===== config.mk =====
export PLATFORM = sky130hd
export DESIGN_NAME = mem_copy_initiator
export DESIGN_NICKNAME = d
export VERILOG_FILES = /design/src/rtl/lab8_bus_pkg.sv /design/src/rtl/copy_ptr_unit.sv /design/src/rtl/mem_copy_initiator.sv
export SDC_FILE = /design/constraint.sdc
export NUM_CORES = 1
export LEC_CHECK = 0
export CAP_MARGIN = 10
export CORE_ASPECT_RATIO = 2
export CORE_MARGIN = 2
export CORE_UTILIZATION = 41
export DETAILED_ROUTE_END_ITERATION = 16
export GPL_ROUTABILITY_DRIVEN = 0
export PLACE_DENSITY = 0.77
export RECOVER_POWER = 50
export SETUP_SLACK_MARGIN = 0.4
export SLEW_MARGIN = 10
export SYNTH_ARGS = -nofsm -noshare
export SYNTH_HDL_FRONTEND = slang
export SYNTH_SLANG_ARGS = --single-unit

===== constraint.sdc =====
create_clock -name clk -period 3.8 [get_ports clk]
set_input_delay 0.38 -clock clk [delete_from_list [all_inputs] [get_ports clk]]
set_output_delay 0.38 -clock clk [all_outputs]
set_load 0.1 [all_outputs]

===== src/rtl/lab8_bus_pkg.sv =====
// Shared definitions for the lab8 memory bus: command codes, I/O map and
// the copy engine state encoding.
package lab8_bus_pkg;

  localparam logic [1:0] MNONE  = 2'b00;
  localparam logic [1:0] MWRITE = 2'b01;
  localparam logic [1:0] MREAD  = 2'b10;

  localparam logic [8:0] IO_LED_ADDR = 9'h100;
  localparam logic [8:0] IO_SW_ADDR  = 9'h140;

  typedef enum logic [2:0] {
    S_IDLE    = 3'd0,
    S_REQ     = 3'd1,
    S_RD_ADDR = 3'd2,
    S_RD_DATA = 3'd3,
    S_WR      = 3'd4,
    S_DONE    = 3'd5
  } copy_state_e;

endpackage


===== src/rtl/copy_ptr_unit.sv =====
// Source/destination word pointers and remaining-word counter for the copy
// engine. Pointers wrap modulo 2**ADDR_W.
module copy_ptr_unit #(
  parameter int ADDR_W = 9,
  parameter int LEN_W  = 8
) (
  input  logic              clk,
  input  logic              reset,
  input  logic              load_i,
  input  logic              advance_i,
  input  logic [ADDR_W-1:0] src_i,
  input  logic [ADDR_W-1:0] dst_i,
  input  logic [LEN_W-1:0]  len_i,
  output logic [ADDR_W-1:0] src_ptr_o,
  output logic [ADDR_W-1:0] dst_ptr_o,
  output logic              last_o
);

  logic [ADDR_W-1:0] src_q, src_d;
  logic [ADDR_W-1:0] dst_q, dst_d;
  logic [LEN_W-1:0]  rem_q, rem_d;

  always_comb begin
    src_d = src_q;
    dst_d = dst_q;
    rem_d = rem_q;
    if (load_i) begin
      src_d = src_i;
      dst_d = dst_i;
      rem_d = len_i;
    end else if (advance_i) begin
      src_d = src_q + 1'b1;
      dst_d = dst_q + 1'b1;
      rem_d = rem_q - 1'b1;
    end
  end

  always_ff @(posedge clk or negedge reset) begin
    if (!reset) begin
      src_q <= '0;
      dst_q <= '0;
      rem_q <= '0;
    end else begin
      src_q <= src_d;
      dst_q <= dst_d;
      rem_q <= rem_d;
    end
  end

  assign src_ptr_o = src_q;
  assign dst_ptr_o = dst_q;
  assign last_o    = (rem_q == LEN_W'(1));

endmodule


===== src/rtl/mem_copy_initiator.sv =====
// Bus-initiator copy engine: moves LEN words from SRC to DST over the lab8
// memory bus with read/read/write cycles, yielding whenever the grant drops.
module mem_copy_initiator
  import lab8_bus_pkg::*;
#(
  parameter int ADDR_W = 9,
  parameter int DATA_W = 16,
  parameter int LEN_W  = 8
) (
  input  logic              clk,
  input  logic              reset,
  input  logic              start,
  input  logic [ADDR_W-1:0] src_addr,
  input  logic [ADDR_W-1:0] dst_addr,
  input  logic [LEN_W-1:0]  len,
  output logic              bus_req,
  input  logic              bus_gnt,
  output logic [1:0]        mem_cmd,
  output logic [ADDR_W-1:0] mem_addr,
  output logic [DATA_W-1:0] out,
  input  logic [DATA_W-1:0] read_data,
  output logic              busy,
  output logic              done
);

  copy_state_e state_q, state_d;

  logic [ADDR_W-1:0] src_ptr, dst_ptr;
  logic              last_word;
  logic              load, advance, capture;
  logic              drive_rd, drive_wr;

  logic [DATA_W-1:0] data_q, data_d;
  logic [ADDR_W-1:0] addr_q;
  logic [DATA_W-1:0] out_q;

  copy_ptr_unit #(
    .ADDR_W (ADDR_W),
    .LEN_W  (LEN_W)
  ) u_ptr (
    .clk       (clk),
    .reset     (reset),
    .load_i    (load),
    .advance_i (advance),
    .src_i     (src_addr),
    .dst_i     (dst_addr),
    .len_i     (len),
    .src_ptr_o (src_ptr),
    .dst_ptr_o (dst_ptr),
    .last_o    (last_word)
  );

  always_ff @(posedge clk or negedge reset) begin
    if (!reset) state_q <= S_IDLE;
    else        state_q <= state_d;
  end

  // A lost grant in any bus phase falls back to REQ, so the element restarts
  // from its read with the pointers untouched.
  always_comb begin
    state_d = state_q;
    case (state_q)
      S_IDLE:    if (start) state_d = (len != '0) ? S_REQ : S_DONE;
      S_REQ:     if (bus_gnt) state_d = S_RD_ADDR;
      S_RD_ADDR: state_d = bus_gnt ? S_RD_DATA : S_REQ;
      S_RD_DATA: state_d = bus_gnt ? S_WR : S_REQ;
      S_WR: begin
        if (!bus_gnt)      state_d = S_REQ;
        else if (last_word) state_d = S_DONE;
        else               state_d = S_RD_ADDR;
      end
      S_DONE:    state_d = S_IDLE;
      default:   state_d = S_IDLE;
    endcase
  end

  always_comb begin
    drive_rd = bus_gnt && ((state_q == S_RD_ADDR) || (state_q == S_RD_DATA));
    drive_wr = bus_gnt && (state_q == S_WR);
    load     = (state_q == S_IDLE) && start && (len != '0);
    advance  = drive_wr;
    capture  = bus_gnt && (state_q == S_RD_DATA);

    bus_req  = (state_q == S_REQ) || (state_q == S_RD_ADDR) ||
               (state_q == S_RD_DATA) || (state_q == S_WR);
    busy     = (state_q != S_IDLE);
    done     = (state_q == S_DONE);

    if (drive_wr)      mem_cmd = MWRITE;
    else if (drive_rd) mem_cmd = MREAD;
    else               mem_cmd = MNONE;

    if (drive_wr)      mem_addr = dst_ptr;
    else if (drive_rd) mem_addr = src_ptr;
    else               mem_addr = addr_q;

    out = drive_wr ? data_q : out_q;
  end

  // Idle-cycle hold registers keep mem_addr/out stable while mem_cmd is none.
  always_comb begin
    data_d = capture ? read_data : data_q;
  end

  always_ff @(posedge clk or negedge reset) begin
    if (!reset) begin
      data_q <= '0;
      addr_q <= '0;
      out_q  <= '0;
    end else begin
      data_q <= data_d;
      addr_q <= mem_addr;
      out_q  <= out;
    end
  end

endmodule

* After elaboration in Yosys (flattened, before gate mapping)
Index checks and enable logic that the tools add are counted.
Storage, ports and cells: register bits after elaboration 70, bits of input ports 46, output and inout port bits 30, word-level logic and storage cells 51
Operators by class: $add $sub $neg 3, equality and inequality tests 8, muxes and demuxes 19, reduce and logical (&&, ||, !) cells 14
Operators by type and width (count):
- $mux 9 | 6
- $add 9x1->9 const B | 2
- $mux 3 | 6
- $mux 16 | 1
- $mux 8 | 2
- $pmux 3 s5 | 1
- $eq 8x1->1 const B | 1
- $reduce_bool 8->1 | 1
- $sub 8x1->8 const B | 1
- $eq 3x2->1 const B | 2
- $eq 3x3->1 const B | 2
- $mux 2 | 3
- $logic_and 1x1->1 | 5
- $logic_or 1x1->1 | 4
- $ne 2x2->1 const B | 2
- $eq 3x1->1 const B | 1
- $logic_not 3->1 | 1
- $reduce_bool 3->1 | 1
- $reduce_and 2->1 | 1
- $reduce_bool 2->1 | 1

* Longest topological paths before layout
depth after elaboration 5, gate-level depth with buffers 8, mapped depth without buffers 5

* Modules after synthesis
Synthesis repeated with hierarchy kept, for this count alone.
Unflattened totals: cell total of the unflattened synthesis 295, area, all modules 3443.3 um^2
By module, submodules not included:
- mem_copy_initiator | times used 1, cells each 140, area each 2020.7 um^2, sequential area each 1101.1 um^2
- copy_ptr_unit | times used 1, cells each 155, area each 1422.6 um^2, sequential area each 650.6 um^2

* Least setup slack after synthesis
OpenSTA, ideal clock, no wires.
path type register to output, from reg state_q[2], to out mem_addr[3], data arrival time 3297 ps, required time 3420 ps, setup slack 123 ps, stages on the path, launching flop included 7, buffers on the path 3, cell sequence dfrtp_1 > buf_4 > nand4bb_1 > inv_2 > buf_2 > clkbuf_1 > o21ai_0
Between the ends: word-level cells in the longest chain between the ends 5, elaborated cells between the ends (all ways) 8, classes of those cells eq/ne: 3; mux: 2; reduce/logical: 3
Ends and longest elaborated chain:
- start, declared | RTL line mem_copy_initiator.sv:26 | copy_state_e state_q, state_d;
- start signal, assigned | RTL line mem_copy_initiator.sv:55 | else state_q <= state_d;
- $eq 3x2->1 | RTL line mem_copy_initiator.sv:78 | drive_rd = bus_gnt && ((state_q == S_RD_ADDR) || (state_q == S_RD_DATA));
- $logic_or 1x1->1 | RTL line mem_copy_initiator.sv:78
- $logic_and 1x1->1 | RTL line mem_copy_initiator.sv:78
- $mux 9 | RTL line mem_copy_initiator.sv:94 | else if (drive_rd) mem_addr = src_ptr;
- $mux 9 * | RTL line mem_copy_initiator.sv:93 | if (drive_wr) mem_addr = dst_ptr;
- end, declared | RTL line mem_copy_initiator.sv:19 | output logic [ADDR_W-1:0] mem_addr,
Mark *: on every way between the ends. The rest lies on a longest branch, timed or not.

* Final worst setup path
from reg state_q[0], to reg u_ptr.rem_q[6]
Between the ends: word-level cells in the longest chain between the ends 4, elaborated cells between the ends (all ways) 7, classes of those cells eq/ne: 1; mux: 1; reduce/logical: 5
Ends and longest elaborated chain:
- $logic_not 3->1 | RTL line mem_copy_initiator.sv:80 | load = (state_q == S_IDLE) && start && (len != '0);
- $logic_and 1x1->1 (2 in a row) | RTL line mem_copy_initiator.sv:80
- $mux 8 or $reduce_bool 2->1 (tied branches)
- end signal, assigned | RTL line copy_ptr_unit.sv:46 | rem_q <= rem_d;
- end, declared | RTL line copy_ptr_unit.sv:21 | logic [LEN_W-1:0] rem_q, rem_d;
Parallel ways exist; a longest one is shown, timed or not. A chain may end at the register's enable or synchronous reset.

==> results.sh <==
export IMPL_grt_max_degree=46
export IMPL_synth_seq_cells=70
export IMPL_routedWlPerCell_um=16.2
export IMPL_rows=46
export IMPL_hold_buffers=0
export IMPL_cts_setup_buffers=0
export IMPL_htree_levels=3
export IMPL_dieArea_um2=8820
export IMPL_clkLatencyLatePin_ps=340
export IMPL_vias=2706
export IMPL_cts_repair_resized=0
export IMPL_irDropWorstVdd_mv=0.791
export IMPL_place_hpwl_um=5800
export IMPL_crit_type="flop to flop"
export IMPL_synth_cell_types=45
export IMPL_die_y_um=131
export IMPL_setup_viol_count_final=0
export IMPL_tns_ps=0
export IMPL_relSlewSlack=-0.589
export IMPL_path_cells="nor4b_1 -> o21a_1 -> buf_4 -> nor2_4 -> a221o_1"
export IMPL_min_period_over_period=0.741
export IMPL_synth_top_family_by_area="simple AND/OR/NAND/NOR gates"
export IMPL_cap_violations=1
export IMPL_grt_pass1_wl_um=13200
export IMPL_synth_edf_count=0
export IMPL_n_antenna_cell=0
export IMPL_cts_root_buf="clkbuf_16"
export IMPL_nNetsFinal=451
export IMPL_clk_pin_slew_ps=50
export IMPL_syn_area_um2=3300
export IMPL_hold_viol=0
export IMPL_tightest_slew_ps=2380
export IMPL_core_area_um2=7890
export IMPL_worstSetupStartpoint="state_q[0]"
export IMPL_wirelength_um=8130
export IMPL_min_from="data_q[13]"
export IMPL_synthArstFlopShare=1.00
export IMPL_cts_sinks=70
export IMPL_period_needed_ps=2810
export IMPL_io_pins=76
export IMPL_synth_area_per_cell_um2=10.1
export IMPL_slowest_stage="nor4b_1"
export IMPL_fillers=631
export IMPL_clockBufferDepth=2
export IMPL_cts_buffers=9
export IMPL_ys_warn_count=0
export IMPL_synth_compound_area_frac=0.105
export IMPL_critPathMaxStageDelay_ps=1200
export IMPL_drive_gt1_frac=0.170
export IMPL_end_kind="flop"
export IMPL_worstPathArrival_ps=3030
export IMPL_syn_num_nets=378
export IMPL_grt_ovfl_total=0
export IMPL_die_x_um=67.4
export IMPL_drtIter0Drc=116
export IMPL_hold_ws_ps=509
export IMPL_critPathLaunchType="flop"
export IMPL_crit_required_ps=4020
export IMPL_ys_flop_type="dfrtp_1"
export IMPL_synthAdderAreaFrac=0.0152
export IMPL_initial_core_util=0.418
export IMPL_violations="capacitance limit, slew limit"
export IMPL_status="finished with violations"
export IMPL_antenna_found_initial=0
export IMPL_drtPass1Iterations=4
export IMPL_maxSlewViolCount=46
export IMPL_netlist_instances=328
export IMPL_area_delta_synth_final_pct=41.1
export IMPL_drc=0
export IMPL_rsz0062_at_grt="false"
export IMPL_path_max_fanout=29
export IMPL_powerDensity_nw_per_um2=1030
export IMPL_port_buffers=75
export IMPL_p_leak_nw=2.05
export IMPL_fin_skew_ps=5.48
export IMPL_via_per_inst=5.39
export IMPL_track_usage=0.205
export IMPL_synthMuxAreaShare=0.0789
export IMPL_synth_xor_area_frac=0.0319
export IMPL_ys_seq_area_frac=0.531
export IMPL_max_freq_ghz=0.355
export IMPL_grt_pass1_vias=2812
export IMPL_hold_class="flop to flop"
export IMPL_cts_tree="yes"
export IMPL_timing_rr_start="state_q[0]"
export IMPL_drtAntennaViolNets=0
export IMPL_yosys_area_share_simple=0.199
-- Yosys cell counts, types with 2 or more instances --
cell type,number,share of area
xnor2_1,8,0.021
a21oi_1,7,0.011
nand4b_1,2,0.0053
dfrtp_1,70,0.53
ha_1,4,0.015
and2_1,2,0.0038
nand2b_1,2,0.0038
or4_1,3,0.0068
clkbuf_1,4,0.0045
nand3_1,13,0.020
o211ai_1,7,0.016
buf_6,2,0.0068
a221o_1,4,0.012
inv_1,6,0.0068
buf_2,7,0.011
mux2_2,16,0.055
a21o_1,2,0.0045
or3_1,3,0.0057
nand4_1,4,0.0076
o21ai_0,21,0.032
a31oi_1,2,0.0038
nor4_1,2,0.0038
xor2_1,4,0.011
mux2i_1,8,0.024
o22ai_1,2,0.0038
buf_4,4,0.0091
nor2_1,8,0.0091
nand2_1,88,0.10
nor3_1,6,0.0091
a22o_1,2,0.0053
-- flip-flops by register name, summed over array words and instances (netlist names) --
name	cells
addr_q	9
data_q	16
out_q	16
state_q	3
u_ptr.dst_ptr_o	9
u_ptr.rem_q	8
u_ptr.src_ptr_o	9
-- per-stage QoR --
step	setup WS, ps	utilization	area, um^2	std cells	total power [mW]
floorplan	123	-	3310	328	3.03
global placement	1120	0.551	4340	486	3.82
detailed placement	1090	0.551	4340	486	3.88
CTS	958	0.593	4680	502	4.82
global route	693	0.590	4650	502	5.00
finish	985	0.590	4650	502	4.78
-- critical path, delay by kind of cell (launching register included) --
kind            cells  cell delay (ps)
simple gates        2             1310
buf+inv             1              290
flops               1              490
compound gates      2              580
-- final timing paths --
path	end	slack, ps	depth (start not counted)
min in group asynchronous	data_q[12]	770	1
worst max register to register	u_ptr.rem_q[6]	990	5
worst min register to register	data_q[13]	510	1
max in group asynchronous	u_ptr.src_ptr_o[8]	1340	2
worst max-delay path	u_ptr.rem_q[6]	990	5
worst min-delay path	data_q[13]	510	1
-- cell usage in the layout, fill, tap and decap left out, drive strengths merged, types with 4 or more instances in the layout --
cell type	count
nand2	89
dfrtp	70
clkdlybuf4s50	47
buf	30
o21ai	23
mux2	16
clkbuf	15
nand3	13
nor2	9
mux2i	8
xnor2	8
a21oi	7
o211ai	7
inv	7
nor3	6
a221o	4
xor2	4
nand4	4
ha	4
-- layer usage --
metal / share of wire / track usage / up-vias
met1: 0.35 / 0.225 / 1315
met5: 0 / 0 / -
li1: - / - / 1285
met3: 0.057 / 0.0574 / 20
met2: 0.56 / 0.344 / 86
met4: 0.034 / 0.126 / 0
-- power by group --
part           internal, mW  switching, mW  leakage (nW)
Sequential             1.09          0.272         0.876
Clock                 0.627          0.303         0.166
Combinational         0.878           1.61          1.01
-- final cells by class --
class / instances / area (um^2) / area share
tap: 96 / 120 / 0.0258
sequential: 70 / 1750 / 0.376
multi-input combinational: 234 / 1400 / 0.302
timing repair buffer: 79 / 1020 / 0.219
clock inverter: 3 / 65.1 / 0.0140
inverter: 7 / 26.3 / 0.00565
clock buffer: 13 / 270 / 0.0581
-- cells by family (layout without fill, tap and decap cells) --
family | Yosys count | in the layout
and+or+nand+nor | 140 | 140
DFF | 70 | 70
AOI/OAI and AO/OA | 54 | 54
muxes | 24 | 24
buffers and inverters | 24 | 102
xor gates and xnor gates | 12 | 12
adders and majority gates | 4 | 4
Power figures use the tool's default switching activity.
